File: config.mk
export PLATFORM = sky130hd
export DESIGN_NAME = ts_os_receiver
export DESIGN_NICKNAME = d
export VERILOG_FILES = /design/src/rtl/ts_os_receiver.sv
export SDC_FILE = /design/constraint.sdc
export NUM_CORES = 1
export LEC_CHECK = 0
export BUFFER_PORTS_ARGS = -buffer_cell sky130_fd_sc_hd__clkbuf_2
export CAP_MARGIN = 20
export CELL_PAD_IN_SITES_DETAIL_PLACEMENT = 2
export CELL_PAD_IN_SITES_GLOBAL_PLACEMENT = 2
export CORE_ASPECT_RATIO = 0.7
export CORE_MARGIN = 1
export CORE_UTILIZATION = 39
export CTS_CLUSTER_DIAMETER = 60
export CTS_CLUSTER_SIZE = 8
export DETAILED_ROUTE_END_ITERATION = 8
export GPL_TIMING_DRIVEN = 1
export PLACE_DENSITY = 0.89
export SYNTH_ARGS = -nofsm -noshare
export SYNTH_HDL_FRONTEND = slang
export SYNTH_SLANG_ARGS = --single-unit
export TNS_END_PERCENT = 100
File: constraint.sdc
create_clock -name clk -period 4.6 [get_ports clk]
set_clock_uncertainty 0.05 [all_clocks]
set_input_delay 0.23 -clock clk [delete_from_list [all_inputs] [get_ports clk]]
set_output_delay 0.23 -clock clk [all_outputs]
set_load 0.01 [all_outputs]
File: src/rtl/ts_os_receiver.sv
// Per-lane TS1/TS2 ordered-set receiver: aligns on COM, validates 16-symbol sets,
// exports the training fields and counts consecutive identical sets for the LTSSM.
module ts_os_receiver #(
  parameter int NTS   = 8,
  parameter int CNT_W = 11
) (
  input  logic             clk,
  input  logic             reset_n,
  input  logic [7:0]       rxdata,
  input  logic             rxdatak,
  input  logic             rxvalid,
  input  logic             rxelecidle,
  output logic             ts1_det,
  output logic             ts2_det,
  output logic [7:0]       link_num,
  output logic [7:0]       lane_num,
  output logic [7:0]       n_fts,
  output logic [7:0]       rate_id,
  output logic [7:0]       train_ctl,
  output logic             link_pad,
  output logic             lane_pad,
  output logic [CNT_W-1:0] ts1_cnt,
  output logic [CNT_W-1:0] ts2_cnt,
  output logic             ts1_done,
  output logic             ts2_done,
  output logic             os_err
);

  localparam logic [7:0] COM_SYM = 8'hBC;
  localparam logic [7:0] PAD_SYM = 8'hF7;
  localparam logic [7:0] TS1_ID  = 8'h4A;
  localparam logic [7:0] TS2_ID  = 8'h45;
  localparam logic [CNT_W-1:0] CNT_MAX = '1;
  localparam logic [CNT_W-1:0] NTS_C   = CNT_W'(NTS);

  typedef enum logic {HUNT, COLLECT} state_t;

  state_t           r_state, w_state_nx;
  logic [3:0]       r_idx, w_idx_nx;

  // shadow copy of the set being collected; r_sh_type 1 = TS2
  logic [7:0]       r_sh_link, r_sh_lane, r_sh_nfts, r_sh_rate, r_sh_ctl;
  logic             r_sh_lpad, r_sh_npad, r_sh_type;

  logic [7:0]       r_link, r_lane, r_nfts, r_rate, r_ctl;
  logic             r_lpad, r_npad;
  logic             r_prev_vld, r_prev_type;
  logic [CNT_W-1:0] r_ts1_cnt, r_ts2_cnt;
  logic             r_ts1_done, r_ts2_done;
  logic             r_ts1_det, r_ts2_det, r_os_err;

  logic             w_com, w_pad, w_sym_ok, w_upd, w_good, w_err, w_same;
  logic [7:0]       w_id;
  logic [CNT_W-1:0] w_ts1_nx, w_ts2_nx;

  assign w_com = rxdatak && (rxdata == COM_SYM);
  assign w_pad = rxdatak && (rxdata == PAD_SYM);
  assign w_id  = r_sh_type ? TS2_ID : TS1_ID;

  always_comb begin
    w_sym_ok = 1'b0;
    unique case (r_idx)
      4'd1, 4'd2:       w_sym_ok = w_pad || !rxdatak;
      4'd3, 4'd4, 4'd5: w_sym_ok = !rxdatak;
      4'd6:             w_sym_ok = !rxdatak && (rxdata == TS1_ID || rxdata == TS2_ID);
      default:          w_sym_ok = !rxdatak && (rxdata == w_id);
    endcase
  end

  // next-state / event decode; electrical idle overrides any symbol
  always_comb begin
    w_state_nx = r_state;
    w_idx_nx   = r_idx;
    w_upd      = 1'b0;
    w_good     = 1'b0;
    w_err      = 1'b0;
    if (rxelecidle) begin
      w_state_nx = HUNT;
      w_idx_nx   = 4'd0;
    end else if (rxvalid) begin
      unique case (r_state)
        HUNT: begin
          if (w_com) begin
            w_state_nx = COLLECT;
            w_idx_nx   = 4'd1;
          end
        end
        COLLECT: begin
          if (w_sym_ok) begin
            w_upd = 1'b1;
            if (r_idx == 4'd15) begin
              w_good     = 1'b1;
              w_state_nx = HUNT;
              w_idx_nx   = 4'd0;
            end else begin
              w_idx_nx = r_idx + 4'd1;
            end
          end else begin
            w_err = 1'b1;
            if (w_com) begin
              w_state_nx = COLLECT;
              w_idx_nx   = 4'd1;
            end else begin
              w_state_nx = HUNT;
              w_idx_nx   = 4'd0;
            end
          end
        end
        default: begin
          w_state_nx = HUNT;
          w_idx_nx   = 4'd0;
        end
      endcase
    end
  end

  assign w_same = r_prev_vld && (r_prev_type == r_sh_type) &&
                  (r_sh_link == r_link) && (r_sh_lane == r_lane) &&
                  (r_sh_nfts == r_nfts) && (r_sh_rate == r_rate) &&
                  (r_sh_ctl == r_ctl) && (r_sh_lpad == r_lpad) &&
                  (r_sh_npad == r_npad);

  always_comb begin
    w_ts1_nx = r_ts1_cnt;
    w_ts2_nx = r_ts2_cnt;
    if (rxelecidle || w_err) begin
      w_ts1_nx = '0;
      w_ts2_nx = '0;
    end else if (w_good) begin
      if (r_sh_type) begin
        w_ts1_nx = '0;
        w_ts2_nx = !w_same ? CNT_W'(1) :
                   (r_ts2_cnt == CNT_MAX) ? r_ts2_cnt : r_ts2_cnt + 1'b1;
      end else begin
        w_ts2_nx = '0;
        w_ts1_nx = !w_same ? CNT_W'(1) :
                   (r_ts1_cnt == CNT_MAX) ? r_ts1_cnt : r_ts1_cnt + 1'b1;
      end
    end
  end

  always_ff @(posedge clk or negedge reset_n) begin
    if (!reset_n) r_state <= HUNT;
    else          r_state <= w_state_nx;
  end

  always_ff @(posedge clk or negedge reset_n) begin
    if (!reset_n) begin
      r_idx       <= '0;
      r_sh_link   <= '0;
      r_sh_lane   <= '0;
      r_sh_nfts   <= '0;
      r_sh_rate   <= '0;
      r_sh_ctl    <= '0;
      r_sh_lpad   <= 1'b0;
      r_sh_npad   <= 1'b0;
      r_sh_type   <= 1'b0;
    end else begin
      r_idx <= w_idx_nx;
      if (w_upd) begin
        unique case (r_idx)
          4'd1: begin r_sh_link <= rxdata; r_sh_lpad <= w_pad; end
          4'd2: begin r_sh_lane <= rxdata; r_sh_npad <= w_pad; end
          4'd3: r_sh_nfts <= rxdata;
          4'd4: r_sh_rate <= rxdata;
          4'd5: r_sh_ctl  <= rxdata;
          4'd6: r_sh_type <= (rxdata == TS2_ID);
          default: ;
        endcase
      end
    end
  end

  always_ff @(posedge clk or negedge reset_n) begin
    if (!reset_n) begin
      r_link      <= '0;
      r_lane      <= '0;
      r_nfts      <= '0;
      r_rate      <= '0;
      r_ctl       <= '0;
      r_lpad      <= 1'b0;
      r_npad      <= 1'b0;
      r_prev_vld  <= 1'b0;
      r_prev_type <= 1'b0;
      r_ts1_cnt   <= '0;
      r_ts2_cnt   <= '0;
      r_ts1_done  <= 1'b0;
      r_ts2_done  <= 1'b0;
      r_ts1_det   <= 1'b0;
      r_ts2_det   <= 1'b0;
      r_os_err    <= 1'b0;
    end else begin
      r_ts1_cnt  <= w_ts1_nx;
      r_ts2_cnt  <= w_ts2_nx;
      r_ts1_done <= (w_ts1_nx >= NTS_C);
      r_ts2_done <= (w_ts2_nx >= NTS_C);
      r_ts1_det  <= w_good && !r_sh_type;
      r_ts2_det  <= w_good && r_sh_type;
      r_os_err   <= w_err;
      if (rxelecidle || w_err) begin
        r_prev_vld <= 1'b0;
      end else if (w_good) begin
        r_link      <= r_sh_link;
        r_lane      <= r_sh_lane;
        r_nfts      <= r_sh_nfts;
        r_rate      <= r_sh_rate;
        r_ctl       <= r_sh_ctl;
        r_lpad      <= r_sh_lpad;
        r_npad      <= r_sh_npad;
        r_prev_vld  <= 1'b1;
        r_prev_type <= r_sh_type;
      end
    end
  end

  assign ts1_det   = r_ts1_det;
  assign ts2_det   = r_ts2_det;
  assign os_err    = r_os_err;
  assign link_num  = r_link;
  assign lane_num  = r_lane;
  assign n_fts     = r_nfts;
  assign rate_id   = r_rate;
  assign train_ctl = r_ctl;
  assign link_pad  = r_lpad;
  assign lane_pad  = r_npad;
  assign ts1_cnt   = r_ts1_cnt;
  assign ts2_cnt   = r_ts2_cnt;
  assign ts1_done  = r_ts1_done;
  assign ts2_done  = r_ts2_done;

endmodule

## Yosys cells after proc, flatten, opt, wreduce, memory -nomap -nowiden

Cells that the tools add are included.

- Register bits after elaboration: 119
- Output and inout port bits: 69
- Word-level logic and storage cells: 127

- Bitwise gates (word level): 2
- Add/subtract/negate cells: 3
- Multiplexer cells: 40
- Magnitude comparators: 2
- Equal/unequal tests: 23
- Reduce and logical (&&, ||, !) cells: 31

Operators by type and width:

| kind | count |
|---|---|
| $mux 11 | 10 |
| $eq 8x8->1 | 5 |
| $mux 4 | 6 |
| $add 11x1->11 const B | 2 |
| $eq 11x11->1 const B | 2 |
| $ge 11x4->1 const B | 2 |
| $mux 1 | 21 |
| $eq 8x7->1 const B | 2 |
| $eq 8x8->1 const B | 2 |
| $reduce_and 2->1 | 8 |
| $logic_and 1x1->1 | 14 |
| $eq 4x3->1 const B | 3 |
| $eq 4x2->1 const B | 2 |
| $eq 8x7->1 | 1 |
| $pmux 4 s2 | 1 |
| $add 4x1->4 const B | 1 |
| $eq 4x1->1 const B | 1 |
| $eq 4x4->1 const B | 1 |
| $reduce_bool 2->1 | 2 |
| $eq 1x1->1 | 3 |
| $logic_or 1x1->1 | 3 |
| $ne 3x3->1 const B | 1 |
| $pmux 1 s3 | 1 |
| $reduce_or 3->1 | 1 |
| other kinds (4) | 6 |

## Longest topological paths before layout

- Depth in word-level cells: 14
- Mapped depth: 11
- Mapped depth without buffers: 10

## Worst setup path before layout

No wires, ideal clock.

- Kind: reg2reg
- Start: register r_ctl[2], in the netlist train_ctl[2]
- End: register r_ts1_done, in the netlist ts1_done
- Required time: 4486 ps
- Cell stages (with the launch flop): 9
- Data arrival time: 2606 ps
- Path buffers: 0
- Slack: 1880 ps
- Setup time: 64 ps
- Cell sequence: dfrtp_1 xor2_1 or4_4 or4_4 nor4_4 o21a_1 o211ai_1 o2111a_1 or4b_1

- Cells in the longest elaborated chain, start to end: 9

RTL lines:

| what | RTL line | source |
|---|---|---|
| from (decl) | 45 | `logic [7:0] r_link, r_lane, r_nfts, r_rate, r_ctl;` |
| from (signal assigned) | 207 | `r_ctl <= r_sh_ctl;` |
| $eq 8x8->1 | 120 | `(r_sh_ctl == r_ctl) && (r_sh_lpad == r_lpad) &&` |
| $logic_and 1x1->1 | 119 | `(r_sh_nfts == r_nfts) && (r_sh_rate == r_rate) &&` |
| $logic_and 1x1->1 (2 in series) | 120 |  |
| $mux 11 | 136 | `w_ts1_nx = !w_same ? CNT_W'(1) :` |
| $mux 11 | 130 | `if (r_sh_type) begin` |
| $mux 11 | 129 | `end else if (w_good) begin` |
| $mux 11 | 126 | `if (rxelecidle \|\| w_err) begin` |
| $ge 11x4->1 | 195 | `r_ts1_done <= (w_ts1_nx >= NTS_C);` |
| to (signal assigned) | 195 |  |
| to (decl) | 49 | `logic r_ts1_done, r_ts2_done;` |

No other way between the ends.
A chain may end at the register's enable or synchronous reset.

## Final worst setup path

- Start: register r_idx[0]
- End: register r_ts1_done, in the netlist ts1_done

- Cells in the longest elaborated chain, start to end: 10
- Elaborated cells on any way between the ends: 23
- Classes of those cells: order compare (1); eq/ne (7); mux (12); reduce/logical (3)

RTL lines:

| what | RTL line | source |
|---|---|---|
| from (decl) | 39 | `logic [3:0] r_idx, w_idx_nx;` |
| from (signal assigned) | 159 | `r_idx <= w_idx_nx;` |
| $eq 4x3->1 (tied with other cells) | 62 | `unique case (r_idx)` |
| $reduce_or 3->1 or $reduce_or 2->1 (tied branches) | 62 |  |
| $pmux 1 s3 | 62 |  |
| $mux 1 | 89 | `if (w_sym_ok) begin` |
| $mux 1 | 81 | `unique case (r_state)` |
| $mux 1 | 80 | `end else if (rxvalid) begin` |
| $mux 1 | 77 | `if (rxelecidle) begin` |
| $mux 11 or $logic_or 1x1->1 (tied branches) | 129, 126 |  |
| $mux 11 (*) | 126 |  |
| $ge 11x4->1 (*) | 195 |  |

Mark *: on every way between the ends. The rest lies on a longest branch, timed or not.

==> results.py <==
metrics = {
    "placed_design": {
        "gp_congestion": 0.9027,
        "place.detailed.hpwl_mm": 16.52,
        "placed_cells": 884,
        "portBuffers": 81,
    },
    "clocking": {
        "cts_setup_buffers": 0,
        "clockBufferDepth": 2,
        "clk_latency_ps": 450,
        "cts.reportedPaths.clkPinSlew_ps": 60,
        "htreeDepth": 4,
        "cts_tree": "done",
        "numCtsBuffers": 17,
        "numClockSinks": 119,
        "root_buffer": "clkbuf_16",
    },
    "routing": {
        "routedWlPerCell_um": 30.05,
        "first_iter_violations": 381,
        "route.detailed.drc": 0,
        "dr.pass1.iters": 5,
        "postRouteAntennaNets": 0,
        "vias": 5841,
        "vias_per_cell": 6.349,
        "drt-total-wl_mm": 27.65,
    },
    "synthesis": {
        "synth.avg_cell_area_um2": 9.726,
        "netlist_instances": 630,
        "yosysWarnings": 0,
        "synth_fp_nets": 649,
        "synth.ff_latch_count": 119,
        "ys_types": 65,
        "synth_compound_area_frac": 0.08944,
        "synth-xor-area-share": 0.06147,
        "syn_area_mm2": 0.006127,
        "synth_adder_area_share": 0.01225,
        "synth_top_family_by_area": "simple AND/OR/NAND/NOR gates",
        "synth-simple-area-share": 0.2487,
        "muxShareOfSynthArea": 0.07882,
        "synth-seq-area-share": 0.4860,
        "synth_edf_count": 0,
        "async_flop_share": 1.000,
        "synth_flop_cell": "dfrtp_1",
    },
    "timing": {
        "rsz0062_at_grt": "no",
        "worst_pin_slew_ps": 881.8,
        "fin_crit_ps": 3863,
        "finalMaxSlewViolations": 0,
        "max_slew_margin": 0.4076,
        "setup_viol": 0,
        "period_share": 0.8398,
        "max_freq_ghz": 0.2589,
        "fin_setup_tns_ps": 0,
        "hold_violations": 0,
    },
    "critical_path": {
        "arrival_ps": 4120,
        "start_kind": "flip-flop",
        "worstPathMaxFanout": 12,
        "critical_path_class": "reg -> reg",
        "crit_required_ps": 4860,
        "cp-end-kind": "flip-flop",
    },
    "floorplan": {
        "fp-row-count": 37,
        "die-area_mm2": 0.01622,
        "start_util": 0.4085,
        "die_w_um": 151.8,
        "die_h_um": 106.9,
        "ios": 82,
        "coreArea_mm2": 0.01500,
    },
    "power_and_ir_drop": {
        "p_leak_nw": 3.761,
        "peakVddDrop_uv": 252.5,
        "powerDensity_mw_per_mm2": 347.6,
    },
    "hold_path": {
        "hold_class": "in -> reg",
    },
    "grt": {
        "grt_max_degree": 82,
        "antenna_found_initial": 0,
        "grt_pass1_wl_mm": 42.43,
        "grt-ovfl-total": 0,
        "grt_pass1_vias": 6572,
        "grt_usage": 0.3563,
    },
    "final_layout": {
        "area_delta_synth_final_pct": 20.40,
        "final_layout_size_suffix_gt1_frac": 0.2414,
        "nets": 731,
        "num_antenna_cells": 0,
        "fin_cells": 920,
        "fillers": 1563,
    },
    "run": {
        "maxCapViolations": 0,
    },
    "status": {
        "status": "finished, final reports clean",
    },
}
==> through the flow <==
stage               power (W)  setup slack, ps  utilization  area, µm²  hold slack [ps]
floorplan            0.001077             1880            -       6127           -115.6
finish               0.002564            737.1       0.4918       7377            108.8
CTS                  0.002569            832.2       0.4895       7342            84.32
detailed placement   0.001122             1158       0.4470       6705            439.0
global placement     0.001119             1470       0.4470       6705            417.4
global route         0.002611            607.0       0.4918       7377            121.1
==> timing repair <==
action | 4_1_cts | 5_1_grt
hold buffers | 2 | 0
hold endpoints to repair | 17 | 0
resized for setup | 0 | 0
==> state kept, by name, indices dropped and copies added (netlist names), 4 cells and up <==
register   count
r_sh_lane      8
n_fts          8
r_idx          4
r_sh_nfts      8
ts2_cnt       11
ts1_cnt       11
link_num       8
rate_id        8
lane_num       8
train_ctl      8
r_sh_rate      8
r_sh_link      8
r_sh_ctl       8
==> synthesized netlist by cell type, types with 10 or more instances <==
cell type / number / share of area
a21oi_1: 18 / 0.015
clkbuf_1: 17 / 0.010
dfrtp_1: 119 / 0.49
mux2_2: 42 / 0.077
xnor2_1: 39 / 0.056
nor2_1: 31 / 0.019
nand3_1: 16 / 0.013
o21ai_0: 19 / 0.016
nand2_1: 152 / 0.093
nor3_1: 10 / 0.0082
and3_1: 18 / 0.018
nand4_1: 27 / 0.028
==> worst paths after layout <==
check	start	end	slack, ps	cells past startpoint
max in group asynchronous	reset_n	r_sh_link[2]	2990	4
min	rxdata[7]	r_sh_nfts[7]	110	2
min reg2reg	link_num[4]	link_num[4]	490	2
min in group asynchronous	reset_n	train_ctl[7]	230	2
max reg2reg	r_idx[0]	ts1_done	740	10
max	r_idx[0]	ts1_done	740	10
==> critical path: stages (launching register included) <==
cell and delay, ps:
dfrtp_1 450, inv_1 200, ha_1 270, nand3b_1 270, a21oi_1 560, o21ai_1 220
nand2b_1 490, o21a_2 350, a32oi_1 180, o2111a_1 200, or4b_1 470
==> cell type report <==
type / count / area [µm²] / area share
timing repair buffer: 89 / 493.0 / 0.06682
sequential: 119 / 2978 / 0.4037
multi-input combinational: 477 / 3015 / 0.4088
inverter: 8 / 30.03 / 0.004071
clock buffer: 20 / 466.7 / 0.06326
clock inverter: 12 / 150.1 / 0.02035
tap: 195 / 244.0 / 0.03307
==> placed cells by master, fill, tap and decap left out, types with 16 or more instances in the layout <==
cell type    n
nand2_1    152
dfrtp_1    119
clkbuf_2    80
mux2_2      42
xnor2_1     39
nor2_1      31
nand4_1     27
o21ai_0     19
and3_1      18
a21oi_1     18
clkbuf_16   17
nand3_1     16
==> logic make-up (layout without fill, tap and decap cells) <==
| group | after synthesis | count (layout) |
|---|---|---|
| compound gates | 81 | 81 |
| xor+xnor | 43 | 43 |
| fa+ha+maj | 6 | 6 |
| buf+inv | 34 | 129 |
| flops | 119 | 119 |
| mux | 43 | 43 |
| simple gates | 304 | 304 |
==> per-layer routing <==
metal / up-vias / global-route usage / routed length [µm]
li1: 2386 / - / -
met1: 3046 / 0.4473 / 11470
met2: 311 / 0.5750 / 13190
met3: 98 / 0.09297 / 1989
met4: 0 / 0.1721 / 997
met5: - / 0 / 0
==> power breakdown <==
part	leakage, nW	switching, W	internal [W]	total, W
sequential	1.66	0.0000000351	0.00105	0.00105
clock	0.298	0.000564	0.000891	0.00146
combinational	1.80	0.0000490	0.0000131	0.0000621
total	3.76	0.000613	0.00195	0.00256
Note: power is estimated with default switching activity, not from simulation.
